**config.mk**
```make
export PLATFORM = sky130hd
export DESIGN_NAME = iob_vexbus_responder
export DESIGN_NICKNAME = d
export VERILOG_FILES = /design/src/rtl/iob_vexbus_responder.sv
export SDC_FILE = /design/constraint.sdc
export NUM_CORES = 1
export LEC_CHECK = 0
export CAP_MARGIN = 15
export CORE_AREA = 2 2 116 90
export CTS_CLUSTER_DIAMETER = 80
export DETAILED_ROUTE_END_ITERATION = 8
export DIE_AREA = 0 0 118 92
export PLACE_DENSITY = 0.85
export SYNTH_ARGS = -nofsm -noshare
export SYNTH_HDL_FRONTEND = slang
export SYNTH_SLANG_ARGS = --single-unit
export TNS_END_PERCENT = 20
```
**constraint.sdc**
```tcl
create_clock -name clk -period 3.1 [get_ports clk]
set_input_delay 0.775 -clock clk [delete_from_list [all_inputs] [get_ports clk]]
set_output_delay 0.775 -clock clk [all_outputs]
set_load 0.01 [all_outputs]
```
**src/rtl/iob_vexbus_responder.sv**
```systemverilog
// IOb native-bus slave bridged onto a VexRiscv dBus cmd/rsp stream master.
// Optional read-response watchdog enabled by IOB_VEXBUS_RESPONDER_TIMEOUT_EN.
module iob_vexbus_responder #(
    parameter int ADDR_W  = 32,
    parameter int DATA_W  = 32,
    parameter int TIMEOUT = 255
) (
    input  logic                clk,
    input  logic                rst,
    input  logic                iob_valid,
    input  logic [ADDR_W-1:0]   iob_addr,
    input  logic [DATA_W-1:0]   iob_wdata,
    input  logic [DATA_W/8-1:0] iob_wstrb,
    output logic [DATA_W-1:0]   iob_rdata,
    output logic                iob_ready,
    output logic                cmd_valid,
    input  logic                cmd_ready,
    output logic                cmd_wr,
    output logic [ADDR_W-1:0]   cmd_address,
    output logic [DATA_W-1:0]   cmd_data,
    output logic [DATA_W/8-1:0] cmd_mask,
    output logic [1:0]          cmd_size,
    input  logic                rsp_valid,
    input  logic [DATA_W-1:0]   rsp_data,
    input  logic                rsp_error,
    output logic                bus_err
);

    localparam int STRB_W = DATA_W / 8;

    typedef enum logic [1:0] {
        S_IDLE,
        S_CMD,
        S_RSP,
        S_RESP
    } state_t;

    state_t              state_q, state_d;
    logic [ADDR_W-1:0]   addr_q, addr_d;
    logic [DATA_W-1:0]   wdata_q, wdata_d;
    logic [STRB_W-1:0]   mask_q, mask_d;
    logic                wr_q, wr_d;
    logic [DATA_W-1:0]   rdata_q, rdata_d;
    logic                err_q, err_d;
    logic                cmd_valid_q, cmd_valid_d;
    logic                ready_q, ready_d;
    logic [DATA_W-1:0]   iob_rdata_q, iob_rdata_d;

`ifdef IOB_VEXBUS_RESPONDER_TIMEOUT_EN
    localparam int CNT_W = $clog2(TIMEOUT + 1);
    logic [CNT_W-1:0] cnt_q, cnt_d;
`endif

    always_ff @(posedge clk or negedge rst) begin
        if (!rst) begin
            state_q     <= S_IDLE;
            addr_q      <= '0;
            wdata_q     <= '0;
            mask_q      <= '0;
            wr_q        <= 1'b0;
            rdata_q     <= '0;
            err_q       <= 1'b0;
            cmd_valid_q <= 1'b0;
            ready_q     <= 1'b0;
            iob_rdata_q <= '0;
        end else begin
            state_q     <= state_d;
            addr_q      <= addr_d;
            wdata_q     <= wdata_d;
            mask_q      <= mask_d;
            wr_q        <= wr_d;
            rdata_q     <= rdata_d;
            err_q       <= err_d;
            cmd_valid_q <= cmd_valid_d;
            ready_q     <= ready_d;
            iob_rdata_q <= iob_rdata_d;
        end
    end

`ifdef IOB_VEXBUS_RESPONDER_TIMEOUT_EN
    always_ff @(posedge clk or negedge rst) begin
        if (!rst) begin
            cnt_q <= '0;
        end else begin
            cnt_q <= cnt_d;
        end
    end
`endif

    always_comb begin
        state_d     = state_q;
        addr_d      = addr_q;
        wdata_d     = wdata_q;
        mask_d      = mask_q;
        wr_d        = wr_q;
        rdata_d     = rdata_q;
        err_d       = err_q;
        cmd_valid_d = 1'b0;
        ready_d     = 1'b0;
        iob_rdata_d = '0;
`ifdef IOB_VEXBUS_RESPONDER_TIMEOUT_EN
        cnt_d       = cnt_q;
`endif
        unique case (state_q)
            S_IDLE: begin
                if (iob_valid) begin
                    addr_d      = iob_addr;
                    wdata_d     = iob_wdata;
                    wr_d        = |iob_wstrb;
                    mask_d      = (|iob_wstrb) ? iob_wstrb : '1;
                    cmd_valid_d = 1'b1;
                    state_d     = S_CMD;
                end
            end
            S_CMD: begin
                if (cmd_ready) begin
                    // writes complete on accept; reads wait for the stream response
                    if (wr_q) begin
                        ready_d = 1'b1;
                        state_d = S_RESP;
                    end else begin
                        state_d = S_RSP;
`ifdef IOB_VEXBUS_RESPONDER_TIMEOUT_EN
                        cnt_d   = '0;
`endif
                    end
                end else begin
                    cmd_valid_d = 1'b1;
                end
            end
            S_RSP: begin
                if (rsp_valid) begin
                    rdata_d     = rsp_data;
                    err_d       = err_q | rsp_error;
                    ready_d     = 1'b1;
                    iob_rdata_d = rsp_data;
                    state_d     = S_RESP;
                end
`ifdef IOB_VEXBUS_RESPONDER_TIMEOUT_EN
                else if (cnt_q == CNT_W'(TIMEOUT - 1)) begin
                    rdata_d     = DATA_W'(32'hDEAD_BEEF);
                    err_d       = 1'b1;
                    ready_d     = 1'b1;
                    iob_rdata_d = DATA_W'(32'hDEAD_BEEF);
                    cnt_d       = CNT_W'(TIMEOUT);
                    state_d     = S_RESP;
                end else begin
                    cnt_d = cnt_q + 1'b1;
                end
`endif
            end
            S_RESP: begin
                state_d = S_IDLE;
            end
            default: begin
                state_d = S_IDLE;
            end
        endcase
    end

    assign iob_ready   = ready_q;
    assign iob_rdata   = iob_rdata_q;
    assign cmd_valid   = cmd_valid_q;
    assign cmd_wr      = wr_q;
    assign cmd_address = addr_q;
    assign cmd_data    = wdata_q;
    assign cmd_mask    = mask_q;
    assign cmd_size    = 2'd2;
    assign bus_err     = err_q;

endmodule

```
Yosys cells after proc, flatten, opt, wreduce, memory -nomap -nowiden
Index checks and enable logic that the tools add are counted.

Bits in registers: 106. Output and inout bits: 106. Logic and storage cells: 36.

Eq/ne operators: 6. Multiplexer cells: 15. Reduce and logical (&&, ||, !) cells: 5. Bitwise gates (word level): 1.

Operator list (count): two-way mux 32 bit (2); one-hot mux 2 bit (4 select lines) (1); two-way mux 1 bit (6); two-way mux 2 bit (3); inequality test 2 bit, second input constant (3); equality test 2 bit, second input constant (2); two-way mux 4 bit (1); one-hot mux 1 bit (2 select lines) (2); AND reduction 2 bit (2); OR reduction 4 bit (1); AND reduction 3 bit (1); equality test 2 x 1 -> 1 bit, second input constant (1); zero test 2 bit (1); OR 1 bit (1).

Logic depth before layout (Yosys ltp)
Depth in word-level cells: 3. Depth in mapped cells: 7. Gate-level depth less buffers: 5.

Worst setup path after synthesis
No wires, ideal clock.

Path kind: input to register. Start: in iob_valid. End: reg addr_q[0] (netlist: cmd_address[0]). Stages on the path: 4. Arrival time: 1.468 ns. Library setup time: 0.125 ns. Required time: 2.975 ns. Setup slack: 1.507 ns. Cell sequence: nand2_1 -> buf_6 -> buf_6 -> mux2_4.

Cells in the longest elaborated chain, start to end: 1.

RTL lines: start: declaration (RTL line 10) `input logic iob_valid,`; AND reduction 2 bit (no line); end signal: assignment (RTL line 68) `addr_q <= addr_d;`; end: declaration (RTL line 39) `logic [ADDR_W-1:0] addr_q, addr_d;`.

Every way passes these cells. A chain may end at the register's enable or synchronous reset.

Worst setup path after layout
Start: reg wr_q (netlist: cmd_wr). End: out cmd_wr.

RTL lines: start: declaration (RTL line 42) `logic wr_q, wr_d;`; start signal: assignment (RTL line 71) `wr_q <= wr_d;`; end: declaration (RTL line 18) `output logic cmd_wr,`.

No word-level cell between the ends.

==> results.md <==
* I/O pins at 212
* Critical path arrival at ~1.3 ns
* Post-synthesis simple-gate area fraction at 0.0732
* CP top delay family: buffers and inverters
* Core Box Area at around 10000 µm²
* Final #Nets at just under 600
* Largest family of logic cells by synthesized area: multiplexers
* Slew @ Worst Pin at ~0.66 ns
* Total Wirelength at slightly below 10 mm
* Antenna-violating nets left at 0
* Crit-path cells: clkdlybuf4s50_1
* Reg2Reg Capture Point: cmd_data[4]$_DFFE_PN0P_
* Worst hold path class: in2async
* CTS root buf: clkbuf_16
* Routed vias/inst at 4.65
* Inserted Clock Buffers at 9
* Final Power at a little under 0.006 W
* Outcome: finished, final reports clean
* Syn Std Cell Area at between 4000 and 5000 µm²
* TritonCTS clock tree: done
* Storage cell area at between 2000 and 3000 µm²
* Adder-Cell Fraction of Synth Area at 0.0153
* Register area share after synthesis at 0.649
* Maximum number of pins on one net before global-route repair at 56
* Synthesized flop and latch total at between 100 and 150
* Longest Clk Path Bufs at 2
* IO Port Bufs at approximately 210
* Global Route Usage Sum at 0.183
* Worst skew pair latency at approximately 0.34 ns
* Dpl cells at between 500 and 600
* R2R setup slack at 1.24 ns
* Final worst slack at 1.01 ns
* Post-CTS Setup Repair Bufs at 0
* Path type of the worst setup path: reg2out
* CP Max Fanout at 4
* Initial antenna violation count at 0
* Hold Fails Final Rpt at 0
* MaxCap Viol Count at 0
* CTS HTree Levels at 3
* Synthesized area per cell at ~16 µm²
* DR vias at roughly 2800
* Footprint of the multi-input gates at 1330 µm²
* Synth Area in XOR/XNOR at 0
* # fillers at approximately 760
* Die ar. at 10900 µm²
* Reg clk slew, reported paths at approximately 0.07 ns
* Hold_buf cts at 0
* Die H at a little over 90 µm
* Fin cells at ~610
* Req. time, crit path at ~2.3 ns
* Slowest stage delay, CP at 0.58 ns
* P_leak at 3.09 nW
* CP bufs+invs at 1
* Layout cell share with drive strength beyond 1 at 0.135
* DR pass1 iterations at 4
* First-pass GRT wire length at between 15 and 20 mm
* Distinct cells, synth at 23
* Final HPWL DP at between 7 and 8 mm
* Power per cell area at 895 nW/µm²
* Fin crit period at 2.09 ns
* Setup WS pre-CTS at between 0.7 and 0.8 ns
* Routed length per instance at 16.0 µm
* Vias in the first global route at a little over 3000
* RePlAce Congestion at slightly above 0.7
* Worst VDD drop at slightly below 0.0005 V
* CP endpoint kind: primary output
* Global route overflow at 0
* # clock sinks at between 100 and 150
* Post-synthesis compound-gate area fraction at 0.0162
* Max-slew violation count at 0
* Number of DRC markers in iteration 0 at 110
* Fmax at 479 MHz
* Post-synthesis cell count at 259
* Final setup vio count at 0
* Worst setup SP type: flop
* Finished Core Util at 0.667
* # DRC at 0
* CP startpoint: cmd_wr$_DFFE_PN0P_
* Setup TNS at 0 ns
* RSZ-0062 raised after global routing: false
* Final worst path period share at 0.673
* Reg2Reg Launch Point: state_q[1]$_DFFE_PN0P_
* Commonest non-fill, non-tap cell in the layout: clkdlybuf4s50_1
* Die W at between 100 and 150 µm
* Starting Density at 0.413
* Ant diodes at 0
* Post-synthesis mux area share at 0.216
* Worst Clk Skew at between 0.006 and 0.007 ns
* Crit-path slowest cell: clkdlybuf4s50_1
* Syn. warnings at 0
* Area added between synthesis and finish at 61.4%
* Most frequent cells in the layout: clkdlybuf4s50_1, dfrtp_1, mux2_4
* Syn nets at 370
* Post-CTS sizing at 0
* R2R depth at 5
* Slew HR at 0.562
* Row count at 32
[cell usage after synthesis]
cell type,n,area (µm²)
nor4_1,1,6.26
o2111ai_1,1,8.76
o21ai_1,5,25.0
and3_1,33,206
mux2_4,40,601
a211oi_1,1,7.51
conb_1,2,7.51
nand2_1,7,26.3
nor3_1,4,20.0
buf_4,2,15.0
buf_6,5,56.3
a22oi_1,1,7.51
buf_2,3,15.0
mux2_1,25,282
inv_1,2,7.51
clkbuf_1,6,22.5
nand2b_1,3,18.8
nor2_1,4,15.0
a32oi_1,1,8.76
ha_1,5,62.6
nor2b_1,1,6.26
a31o_2,1,8.76
dfrtp_1,106,2650
[power by group]
group / switching (W) / total [W] / internal (W) / leakage [nW]
combinational: 0.000949 / 0.00262 / 0.00167 / 1.63
sequential: 0.000296 / 0.00223 / 0.00193 / 1.32
clock: 0.000501 / 0.00105 / 0.000552 / 0.138
[stage by stage]
stage          hold slack (ns)  area [µm²]
6_report                 0.464        6600
5_1_grt                  0.504        6600
3_3_place_gp             0.449        6320
2_1_floorplan            0.479        4090
3_5_place_dp             0.462        6320
4_1_cts                  0.482        6600
[cell type report]
cell class	instances	area share
Clock buffer	9	0.0341
Sequential cell	106	0.402
Multi-Input combinational cell	135	0.201
Inverter	2	0.00114
Clock inverter	7	0.00778
Timing Repair Buffer	214	0.328
Tap cell	136	0.0258
[worst max-delay path by stage]
stage | endpoint | slack [ns] | cells after the start
after global placement | cmd_data[0]$_DFFE_PN0P_ | 0.80 | 4
after detailed placement | cmd_data[4]$_DFFE_PN0P_ | 0.76 | 4
after floorplan | cmd_address[0]$_DFFE_PN0P_ | 1.51 | 4
final | cmd_wr | 1.01 | 1
after global routing | cmd_wr | 0.94 | 1
after CTS | cmd_wr | 0.98 | 1
[cells by family (layout without fill, tap and decap cells)]
group | Yosys count | in the layout
buffers and inverters | 18 | 232
multiplexers | 65 | 65
other | 2 | 2
adder cells (fa/ha/maj) | 5 | 5
flip-flops | 106 | 106
AND/OR/NAND/NOR | 53 | 53
AO/OA/AOI/OAI | 10 | 10
[layer usage]
layer	vias up	routed length (µm)	track usage
li1	1310	-	-
met3	9	781	0.0709
met4	0	93	0.0512
met5	-	0	0
met2	127	4860	0.313
met1	1388	4010	0.215
[flip-flops by register name, summed over array words and instances, names as in the netlist]
register	cells
bus_err	1
cmd_valid	1
cmd_mask	4
cmd_data	32
iob_ready	1
cmd_wr	1
cmd_address	32
iob_rdata	32
state_q	2
Note: power is estimated with default switching activity, not from simulation.
